**config.mk**
```make
export PLATFORM = sky130hd
export DESIGN_NAME = unary_shift_sched
export DESIGN_NICKNAME = d
export VERILOG_FILES = /design/src/rtl/unary_sched_pkg.sv /design/src/rtl/unary_shift_sched_rr_arbiter.sv /design/src/rtl/unary_shift_sched.sv
export SDC_FILE = /design/constraint.sdc
export NUM_CORES = 1
export LEC_CHECK = 0
export CAP_MARGIN = 20
export CORE_AREA = 2 2 84 86
export CTS_BUF_LIST = sky130_fd_sc_hd__clkbuf_16
export DETAILED_ROUTE_END_ITERATION = 8
export DIE_AREA = 0 0 86 88
export GPL_ROUTABILITY_DRIVEN = 1
export GPL_TIMING_DRIVEN = 0
export MAX_ROUTING_LAYER = met4
export PLACE_DENSITY = 0.66
export SLEW_MARGIN = 20
export SYNTH_ARGS = -nofsm -noshare
export SYNTH_HDL_FRONTEND = slang
export SYNTH_SLANG_ARGS = --single-unit
```
**constraint.sdc**
```tcl
create_clock -name clk -period 4.5 [get_ports clk]
set_clock_uncertainty 0.15 [all_clocks]
set_input_delay 1.35 -clock clk [delete_from_list [all_inputs] [get_ports clk]]
set_output_delay 1.35 -clock clk [all_outputs]
set_load 0.03 [all_outputs]
```
**src/rtl/unary_sched_pkg.sv**
```systemverilog
// Shared types and width helpers for the unary shift scheduler.
// Holds the scheduler state encoding and the magnitude-width helper so that
// the top and its arbiter agree on encodings without repeating arithmetic.
package unary_sched_pkg;

  typedef enum logic [1:0] {
    IDLE  = 2'd0,
    LOAD  = 2'd1,
    DRAIN = 2'd2,
    DONE  = 2'd3
  } sched_state_e;

  // A magnitude must hold 0..N inclusive, hence N+1 codes.
  function automatic int mag_width(input int n);
    return $clog2(n + 1);
  endfunction

  localparam int DEF_N = 16;
  localparam int DEF_R = 4;
  localparam int DEF_W = mag_width(DEF_N);

endpackage

```
**src/rtl/unary_shift_sched_rr_arbiter.sv**
```systemverilog
// rr_arbiter: rotating-priority arbiter, search starts at (i_last+1) mod R.
// Latency: purely combinational, zero cycles.
// Backpressure: none; the caller gates the grant with its own state.
// Ports: i_req request vector, i_last previous winner,
//        o_gnt one-hot grant (zero when no request), o_idx encoded winner.
module rr_arbiter #(
  parameter  int R  = 4,
  localparam int IW = (R > 1) ? $clog2(R) : 1
) (
  input  logic [R-1:0]  i_req,
  input  logic [IW-1:0] i_last,
  output logic [R-1:0]  o_gnt,
  output logic [IW-1:0] o_idx
);

  logic [IW-1:0] w_cand;
  logic          w_found;

  always_comb begin
    o_gnt   = '0;
    o_idx   = '0;
    w_cand  = '0;
    w_found = 1'b0;
    // Offsets 1..R visit every requester once, the previous winner last.
    for (int k = 1; k <= R; k++) begin
      w_cand = IW'((int'(i_last) + k) % R);
      if (!w_found && i_req[w_cand]) begin
        w_found       = 1'b1;
        o_gnt[w_cand] = 1'b1;
        o_idx         = w_cand;
      end
    end
  end

endmodule

```
**src/rtl/unary_shift_sched.sv**
```systemverilog
// unary_shift_sched: round-robin sequencer serializing one requester's magnitude
//   into a shared SISO unary shift register (N LOAD cycles) and counting the
//   ones drained back (N DRAIN cycles).
// Latency: accept at edge T, done pulse in cycle T+2N+1, next accept at T+2N+2.
// Backpressure: req_ready is one-hot only in IDLE; requesters hold until accepted.
// Ports: clk/reset (sync, active-high); req_valid/req_value/req_ready request side;
//   sh_in/sh_shift drive the shared right-shifting register (reset_n = ~reset,
//   RIGHT=1, owned by the integrating level), sh_out is its LSB; busy, done,
//   done_id, result report the job; err is the sticky loopback mismatch flag.
// Optional: UNARY_SCHED_LOOPBACK_CHECK_EN enables the result-vs-magnitude
//   comparator; without it err is tied low.
module unary_shift_sched
  import unary_sched_pkg::*;
#(
  parameter  int N  = 16,
  parameter  int R  = 4,
  parameter  int W  = mag_width(N),
  localparam int IW = (R > 1) ? $clog2(R) : 1,
  localparam int XW = $clog2(N)
) (
  input  logic          clk,
  input  logic          reset,
  input  logic [R-1:0]  req_valid,
  input  logic [R*W-1:0] req_value,
  output logic [R-1:0]  req_ready,
  output logic          sh_in,
  output logic          sh_shift,
  input  logic          sh_out,
  output logic          busy,
  output logic          done,
  output logic [IW-1:0] done_id,
  output logic [W-1:0]  result,
  output logic          err
);

  sched_state_e  r_state, w_state_nxt;
  logic [XW-1:0] r_idx;
  logic [W-1:0]  r_val, r_ones, r_result;
  logic [IW-1:0] r_id, r_last, r_done_id;
  logic [R-1:0]  w_gnt;
  logic [IW-1:0] w_gnt_idx;
  logic [W-1:0]  w_sel_val, w_sel_sat;
  logic          w_accept, w_idx_last;

  rr_arbiter #(.R(R)) u_arb (
    .i_req  (req_valid),
    .i_last (r_last),
    .o_gnt  (w_gnt),
    .o_idx  (w_gnt_idx)
  );

  // Grant only ever lands on a valid requester, so any ready bit is an accept.
  assign req_ready  = (r_state == IDLE && !reset) ? w_gnt : '0;
  assign w_accept   = |req_ready;
  assign w_idx_last = (r_idx == XW'(N - 1));

  always_comb begin
    w_sel_val = '0;
    for (int i = 0; i < R; i++) begin
      if (w_gnt[i]) w_sel_val = req_value[i*W +: W];
    end
  end

  assign w_sel_sat = (w_sel_val > W'(N)) ? W'(N) : w_sel_val;

  always_ff @(posedge clk) begin
    if (reset) r_state <= IDLE;
    else       r_state <= w_state_nxt;
  end

  always_comb begin
    w_state_nxt = r_state;
    case (r_state)
      IDLE:    if (w_accept)   w_state_nxt = LOAD;
      LOAD:    if (w_idx_last) w_state_nxt = DRAIN;
      DRAIN:   if (w_idx_last) w_state_nxt = DONE;
      DONE:                    w_state_nxt = IDLE;
      default:                 w_state_nxt = IDLE;
    endcase
  end

  always_ff @(posedge clk) begin
    if (reset) begin
      r_idx     <= '0;
      r_val     <= '0;
      r_ones    <= '0;
      r_id      <= '0;
      r_last    <= IW'(R - 1);
      r_result  <= '0;
      r_done_id <= '0;
    end else begin
      case (r_state)
        IDLE: begin
          if (w_accept) begin
            r_val  <= w_sel_sat;
            r_id   <= w_gnt_idx;
            r_last <= w_gnt_idx;
            r_idx  <= '0;
            r_ones <= '0;
          end
        end
        LOAD: r_idx <= w_idx_last ? '0 : r_idx + XW'(1);
        DRAIN: begin
          r_idx  <= w_idx_last ? '0 : r_idx + XW'(1);
          r_ones <= r_ones + W'(sh_out);
          // Publish on the final drain edge so result is a plain register
          // that already holds the full count during the DONE cycle.
          if (w_idx_last) begin
            r_result  <= r_ones + W'(sh_out);
            r_done_id <= r_id;
          end
        end
        default: ;
      endcase
    end
  end

  assign sh_shift = (r_state == LOAD) || (r_state == DRAIN);
  assign sh_in    = (r_state == LOAD) && (W'(r_idx) < r_val);
  assign busy     = (r_state != IDLE);
  assign done     = (r_state == DONE);
  assign done_id  = r_done_id;
  assign result   = r_result;

`ifdef UNARY_SCHED_LOOPBACK_CHECK_EN
  logic r_err;
  always_ff @(posedge clk) begin
    if (reset)                                      r_err <= 1'b0;
    else if (r_state == DONE && r_ones != r_val)    r_err <= 1'b1;
  end
  assign err = r_err;
`else
  assign err = 1'b0;
`endif

endmodule

```
==> results of run 1 <==
per-layer routing:
metal / GRT usage / part of all wire / vias to the layer above / wire length, µm
li1: - / - / 1165 / -
met5: - / 0 / - / 0
met2: 0.3256 / 0.50 / 56 / 3276
met3: 0.02356 / 0.044 / 12 / 290
met1: 0.2130 / 0.44 / 1155 / 2867
met4: 0.04762 / 0.018 / 0 / 119
repair_timing:
item | 4_1_cts | 5_1_grt
hold endpoints to repair | 0 | 0
pin swaps | 10 | 7
setup buffers | 26 | 3
resized for setup | 72 | 6
setup endpoints to repair | 4 | 8
worst paths after layout:
check / start / endpoint / slack [ns] / depth (start not counted)
setup / recovery: req_valid[1] / req_ready[1] / -0.11 / 9
setup reg to reg: r_last[1] / r_val[1] / 0.23 / 20
hold / removal: r_id[0] / r_id[0] / 0.31 / 2
hold reg to reg: r_id[0] / r_id[0] / 0.31 / 2
cell usage after synthesis, types with 3 or more instances:
library cell | count | area (µm²)
and2_1 | 4 | 25.02
inv_1 | 21 | 78.83
nand2b_1 | 5 | 31.28
nand3_1 | 8 | 40.04
nand3b_1 | 3 | 22.52
dfxtp_1 | 27 | 540.5
mux2i_1 | 3 | 30.03
a221oi_1 | 4 | 35.03
o21a_1 | 3 | 22.52
nor2_1 | 30 | 112.6
a211oi_1 | 3 | 22.52
o22ai_1 | 3 | 18.77
a32o_1 | 4 | 40.04
xnor2_1 | 3 | 26.28
nand2_1 | 26 | 97.59
a21oi_1 | 17 | 85.08
buf_2 | 7 | 35.03
ha_1 | 19 | 237.7
buf_6 | 3 | 33.78
clkbuf_1 | 5 | 18.77
a32oi_1 | 7 | 61.31
a21o_1 | 3 | 22.52
o211ai_1 | 6 | 45.04
o21ai_0 | 9 | 45.04
sequential cells by signal, indices dropped and copies added, names as in the netlist:
register	flops
r_state	2
result	5
r_idx	4
r_ones	5
r_val	5
r_id	2
r_last	2
done_id	2
worst max-delay path, delay by kind of cell:
kind | cells | cell delay, ns
AOI/OAI and AO/OA | 3 | 0.67
muxes | 1 | 0.53
buffers and inverters | 4 | 0.52
and+or+nand+nor | 1 | 0.04
kinds of logic (layout without fill, tap and decap cells):
logic type,count (synthesis),after routing,share of synthesized area
AOI/OAI and AO/OA,88,88,0.3218
xor gates and xnor gates,3,3,0.01153
adders and majority gates,19,19,0.1043
buffers and inverters,38,111,0.07962
DFF,27,27,0.2372
muxes,8,8,0.05437
other,1,1,0.001646
and+or+nand+nor,90,90,0.1895
report_power, final:
group | switching [mW] | internal (mW) | total, mW
Combinational | 0.885 | 0.785 | 1.67
Clock | 0.0845 | 0.120 | 0.205
Sequential | 0.0394 | 0.291 | 0.330
area by class of cell:
class	instances	area, µm²	area share
buffer	16	112.6	0.03490
sequential	27	544.3	0.1687
inverter	21	78.83	0.02443
multi-input combinational	209	1688	0.5231
clock inverter	1	5.005	0.001551
clock buffer	3	75.07	0.02326
tap	80	100.1	0.03102
timing repair buffer	70	623.1	0.1931
==> out/metrics.csv, run 1 <==
metric;value;unit
max-cap violation count;0;
IO Port Bufs;41;
peak supply drop;0.1972;mV
clock sink count;27;
Die Y;88;µm
core region area;6644;µm²
synthesized area per cell;8.315;µm²
Slew @ Worst Pin;0.5167;ns
failing checks;setup timing;
Ports;43;
H-Tree Depth;1;
DP Cell Count;395;
Core Util, Final;0.4857;
Clock transition at path regs;0.07;ns
DRC Markers;0;
Chip Width;86;µm
cell count after synthesis;274;
minimum clock period;4.609;ns
synthesized area;2278;µm²
CTS Root Buffer Type;clkbuf_16;
crit-path cells;buf_6 -> buf_6 -> mux4_2 -> buf_4 -> a31o_4 -> a221oi_4 -> o21a_4 -> nor2_2 -> buf_6;
minimum hold slack;0.3119;ns
cts hold-fix bufs;0;
clock buffer depth;2;
commonest non-fill, non-tap cell in the layout;clkdlybuf4s50_1;
kind of critical path;input pin to primary output;
largest net degree at the start of global routing;16;
Routed Antenna Nets;0;
Worst Path Max Fanout;4;
fill cell count;615;
post-route cell area;3227;µm²
Num CTS Buffers;3;
Initial Utilization;0.3429;
Ys Warns;0;
Lkg Pwr;1.275;nW
Syn Nets;320;
Area Overhead vs Synth;41.63;%
row count;30;
Power per Cell Area;683.4;nW/µm²
vias in the first global route;2323;
drt first pass iters;4;
first-pass GRT wire length;10980;µm
CP startpoint kind;input pin;
Post-DP HPWL;4394;µm
fraction of layout cells with a size suffix above 1;0.2536;
headroom to the max-slew limit;0.6555;
sequential share of the synthesized area;0.2372;
most frequent CP cell;buf_6;
DR WL/cell;15.35;µm
fin. max-slew vios;0;
Final Hold Viols;0;
CTS tree;done;
NumNets Final;394;
GRT Util Overall;0.1814;
most frequent cells in the layout;clkdlybuf4s50_1, buf_4, nor2_1;
fmax;217.0;MHz
Post-synth top flop;dfxtp_1;
post-place instance area;2796;µm²
CP max stage delay;0.53;ns
initial antenna violation count;0;
Post-synth EDFFs;0;
Avg Vias per Cell;5.593;
RSZ-0062 raised after global routing;yes;
worst skew pair latency;0.26;ns
Critical Path RT;3.00;ns
outcome;complete, but fails checks;
crit share post-route;1.024;
Crit. End Element;primary output;
Yosys reg bits;27;
fin worst setup slack;-0.1087;ns
antenna cells;0;
setup violators final;3;
initial DRC count;79;
total chip power;2.205;mW
arrival time worst endpoint;3.11;ns
Finished Layout Cells;427;
CP max-delay cell;mux4_2;
post-route setup TNS;-0.2545;ns
post-synth cell types;63;
final RePlAce weighted congestion;0.8735;
asr flop ratio synth;0;
pre-CTS WS;-1.032;ns
Worst Hold Class;flop to flop;
WL final;6553;µm
GRT overflow;0;
vias;2388;
Die ar.;7568;µm²
Note: power is estimated with default switching activity, not from simulation.
==> run 2: changes to the inputs <==
clock period = 5.3 ns   (was 4.5 ns; I/O delays follow)
==> run 2 against run 1 <==
- the flow now finishes without violations
- worst setup slack gained 0.16 ns
- first-iteration DRC count increased by 22%
- clock power decreased by 15%
- clock-buffer cell count unchanged
- critical path depth fell by 1
- routed wire length shrank 5.8%
==> out/metrics.csv, run 2 (same netlist as run 1, synthesis figures left out) <==
metric;value;unit;change
largest net degree at the start of global routing;16;;unchanged
core region area;6644;µm²;unchanged
Num CTS Buffers;3;;unchanged
Finished Layout Cells;412;;-3.5%
clock buffer depth;2;;unchanged
vias;2233;;-6.5%
WL final;6170;µm;-5.8%
headroom to the max-slew limit;0.6439;;-0.01159
cts hold-fix bufs;0;;unchanged
Core Util, Final;0.4565;;-0.02919
GRT overflow;0;;unchanged
drt first pass iters;5;;+1
DR WL/cell;14.98;µm;-2.4%
initial DRC count;96;;+22%
Critical Path RT;3.56;ns;+0.56 ns
worst r2r src;r_last[0];;
first-pass GRT wire length;10180;µm;-7.3%
Lkg Pwr;1.190;nW;-6.7%
Worst R2R Setup Slack;1.41;ns;+1.18 ns
CTS Root Buffer Type;clkbuf_16;;
Worst Hold Class;flop to flop;;
fraction of layout cells with a size suffix above 1;0.1807;;-0.07288
Die Y;88;µm;unchanged
clock sink count;27;;unchanged
reg2reg end;r_val[0];;
kind of critical path;input pin to primary output;;
final RePlAce weighted congestion;0.8332;;-4.6%
max-cap violation count;0;;unchanged
most frequent cells in the layout;clkdlybuf4s50_1, nor2_1, nand2_1, dfxtp_1, inv_1;;
Worst Path Max Fanout;7;;+3
Final Hold Viols;0;;unchanged
reg2reg path depth;13;;-35%
IO Port Bufs;41;;unchanged
worst skew pair latency;0.26;ns;about the same
fin. max-slew vios;0;;unchanged
Ports;43;;unchanged
total chip power;1.668;mW;-24%
Initial Utilization;0.3429;;unchanged
outcome;completed;;
crit share post-route;0.9910;;
CTS tree;done;;
antenna cells;0;;unchanged
GRT Util Overall;0.1699;;-0.01141
peak supply drop;0.1749;mV;-11%
DRC Markers;0;;unchanged
commonest non-fill, non-tap cell in the layout;clkdlybuf4s50_1;;
vias in the first global route;2207;;-5.0%
row count;30;;unchanged
CP endpoint;req_ready[2];;
fmax;190.4;MHz;
Area Overhead vs Synth;33.11;%;
initial antenna violation count;0;;unchanged
RSZ-0062 raised after global routing;no;;
Slew @ Worst Pin;0.5341;ns;+0.01738 ns
H-Tree Depth;1;;unchanged
NumNets Final;379;;-3.8%
Routed Antenna Nets;0;;unchanged
Clock transition at path regs;0.07;ns;about the same
Die ar.;7568;µm²;unchanged
Crit. End Element;primary output;;
Avg Vias per Cell;5.420;;-3.1%
minimum hold slack;0.3098;ns;-0.002146 ns
Chip Width;86;µm;unchanged
Critical Path Source;req_valid[1];;
setup violators final;0;;-3
DP Cell Count;395;;unchanged
Power per Cell Area;549.9;nW/µm²;-20%
arrival time worst endpoint;3.51;ns;+0.40 ns
post-route setup TNS;0;ns;+0.2545 ns
minimum clock period;5.253;ns;
CP startpoint kind;input pin;;
Post-DP HPWL;4362;µm;-0.73%
run 2: worst min path at each step:
stage,start,endpoint,depth (start not counted)
floorplan,r_id[0],done_id[0],2
global placement,done_id[1],done_id[1],2
detailed placement,r_id[1],r_id[1],2
CTS,r_id[0],r_id[0],2
global route,r_id[1],r_id[1],2
finish,r_id[0],r_id[0],2
run 2: layout make-up:
type / count / area, µm²
clock buffer: 3 / 75.07
tap: 80 / 100.1
multi-input combinational: 209 / 1627
clock inverter: 1 / 5.005
fill: 628 / 3611
buffer: 16 / 107.6
sequential: 27 / 541.8
timing repair buffer: 55 / 498.0
inverter: 21 / 78.83
run 2: power breakdown:
| group | switching, mW | internal, mW |
|---|---|---|
| registers | 0.0390 | 0.246 |
| clock network | 0.0731 | 0.102 |
| logic | 0.677 | 0.531 |
run 2: routing by layer:
metal,vias to the layer above,share of wire,track usage
li1,1131,-,-
met1,1042,0.47,0.2019
met2,52,0.47,0.2946
met3,8,0.046,0.03016
met4,0,0.018,0.04762
met5,-,0,-
run 2: timing repair:
item,in CTS,in global routing
pin swaps,7,0
resized for setup,46,2
setup buffers,14,0
setup endpoints to repair,4,4
run 2: through the flow:
stage               cell area, µm²  worst slack (ns)
global route                  3033          0.002674
global placement              2789           -0.7776
floorplan                     2278            0.2342
CTS                           3032           0.07112
finish                        3033           0.04748
detailed placement            2789           -0.7498
run 2: critical path, cell delays in order:
cell	delay [ns]
dlygate4sd2_1	0.25
buf_6	0.12
mux4_2	0.55
or3b_1	0.42
o211a_1	0.14
a21boi_2	0.17
nor2_1	0.10
buf_4	0.17
==> run 3: changes to the inputs <==
CTS_BUF_LIST = not set   (was sky130_fd_sc_hd__clkbuf_16)
==> run 3 against run 2 <==
- clock power down 32%
- sequential power about the same
- highest routed layer unchanged
- total power down 3.2%
==> out/metrics.csv, run 3 (same netlist as run 1, synthesis figures left out) <==
metric;value;unit;change
outcome;completed;;
DR WL/cell;14.92;µm;-0.37%
final RePlAce weighted congestion;0.8332;;unchanged
fin worst setup slack;0.04712;ns;-0.0003588 ns
NetSw;785.6;µW;-0.47%
fraction of layout cells with a size suffix above 1;0.1807;;unchanged
GRT Util Overall;0.1673;;-0.002636
crit share post-route;0.9911;;about the same
NumNets Final;379;;unchanged
Post-DP HPWL;4362;µm;unchanged
Area Overhead vs Synth;31.63;%;
CP max-delay cell;mux4_2;;
core region area;6644;µm²;unchanged
post-place instance area;2789;µm²;unchanged
Chip Width;86;µm;unchanged
commonest non-fill, non-tap cell in the layout;clkdlybuf4s50_1;;
Ports;43;;unchanged
Top Family by Delay on Critical Path;multiplexers;;
Power per Cell Area;538.4;nW/µm²;-2.1%
GRT overflow;0;;unchanged
crit path buf inv count;3;;unchanged
headroom to the max-slew limit;0.6421;;-0.001835
most frequent cells in the layout;clkdlybuf4s50_1, nor2_1, nand2_1, dfxtp_1, inv_1;;
arrival time worst endpoint;3.51;ns;about the same
antenna cells;0;;unchanged
fin. max-slew vios;0;;unchanged
vias;2236;;+0.13%
hold_sp;r_id[0];;
CTS tree;done;;
worst skew pair latency;0.27;ns;about the same
max-cap violation count;0;;unchanged
total chip power;1.615;mW;-3.2%
largest net degree at the start of global routing;16;;unchanged
Sw Share;0.4865;;+0.01323
clock sink count;27;;unchanged
crit-path cells;dlygate4sd2_1 -> buf_6 -> mux4_2 -> or3b_1 -> o211a_1 -> a21boi_2 -> nor2_1 -> buf_4;;
internal power;829.1;µW;-5.6%
worst r2r src;r_last[0];;
WL final;6147;µm;-0.37%
Die ar.;7568;µm²;unchanged
Crit. End Element;primary output;;
row count;30;;unchanged
pre-CTS WS;-0.7498;ns;unchanged
fmax;190.4;MHz;about the same
drt first pass iters;4;;-1
setup violators final;0;;unchanged
IO Port Bufs;41;;unchanged
DRC Markers;0;;unchanged
Slew @ Worst Pin;0.5368;ns;+0.002752 ns
H-Tree Depth;1;;unchanged
Final Hold Viols;0;;unchanged
RSZ-0062 raised after global routing;no;;
CP startpoint kind;input pin;;
initial antenna violation count;0;;unchanged
minimum hold slack;0.3121;ns;+0.002342 ns
clock buffer depth;2;;unchanged
Initial Utilization;0.3429;;unchanged
sequential share of power;0.176;;+0.005
Routed Antenna Nets;0;;unchanged
first-pass GRT wire length;10120;µm;-0.61%
Critical Path Source;req_valid[1];;
Lkg Pwr;1.174;nW;-1.3%
cts hold-fix bufs;0;;unchanged
post-route cell area;2999;µm²;-1.1%
peak supply drop;0.1370;mV;-22%
CTS Root Buffer Type;clkbuf_8;;
fill cell count;633;;+0.80%
initial DRC count;92;;-4.2%
Logic pwr share;0.750;;+0.026
Clk pwr share;0.074;;-0.031
minimum clock period;5.253;ns;+0.0003588 ns
Clock transition at path regs;0.09;ns;+0.02 ns
CP max stage delay;0.55;ns;about the same
Critical Path RT;3.56;ns;about the same
Num CTS Buffers;3;;unchanged
Die Y;88;µm;unchanged
Avg Vias per Cell;5.427;;+0.13%
Worst Path Max Fanout;7;;unchanged
vias in the first global route;2189;;-0.82%
Worst Hold Class;flop to flop;;
kind of critical path;input pin to primary output;;
## run 3: cell types whose count changed in the layout (fill, tap and decap cells not counted)
| cell | previous run | this run |
|---|---|---|
| clkbuf_16 | 3 | 0 |
| clkbuf_8 | 0 | 3 |
## run 3: worst min-delay path: cells and delay by family (launching register included)
kind             cells  cell delay [ns]
AO/OA/AOI/OAI        1             0.05
AND/OR/NAND/NOR      1             0.05
flip-flops           1             0.32
## run 3: power by group through the flow
| stage | combinational [mW] | sequential, mW | clock [mW] |
|---|---|---|---|
| 3_3_place_gp | 1.08 | 0.287 | 0 |
| 2_1_floorplan | 0.839 | 0.277 | 0 |
| 3_5_place_dp | 1.09 | 0.288 | 0 |
| 5_1_grt | 1.32 | 0.290 | 0.131 |
| 6_report | 1.21 | 0.285 | 0.119 |
| 4_1_cts | 1.20 | 0.284 | 0.122 |
## run 3: worst paths after layout
| path | end | depth (start not counted) | slack [ns] |
|---|---|---|---|
| worst min register to register | r_id[0] | 2 | 0.31 |
| worst min-delay path | r_id[0] | 2 | 0.31 |
| worst max-delay path | req_ready[2] | 8 | 0.05 |
| worst max register to register | r_val[0] | 13 | 1.40 |
## run 3: area by class of cell
class                           count  area [µm²]  share of cell area
Sequential cell                    27       541.8              0.1806
Multi-Input combinational cell    209        1627              0.5423
Clock inverter                      1       5.005            0.001669
Tap cell                           80       100.1             0.03338
Timing Repair Buffer               55       498.0              0.1660
Clock buffer                        3       41.29             0.01377
Inverter                           21       78.83             0.02628
Buffer                             16       107.6             0.03588
## run 3: repair_timing
action                                  4_1_cts  5_1_grt
resized for setup                            46        2
buffers inserted                             14        0
endpoints found under the setup margin        4        4
pin swaps                                     7        0
endpoints found under the hold margin         0        0
## run 3: layer usage
metal / vias up / wire, µm / track usage
li1: 1131 / - / -
met1: 1049 / 2900 / 0.2031
met2: 48 / 2904 / 0.2903
met3: 8 / 257 / 0.03016
met4: 0 / 85 / 0.03463
met5: - / 0 / -
## run 3: metrics by stage
stage            util  setup TNS, ns  std cells
6_report       0.4514              0        412
5_1_grt        0.4514              0        412
4_1_cts        0.4512              0        412
3_5_place_dp   0.4198         -2.742        395
3_3_place_gp   0.4198         -2.733        395
2_1_floorplan       -              0        274
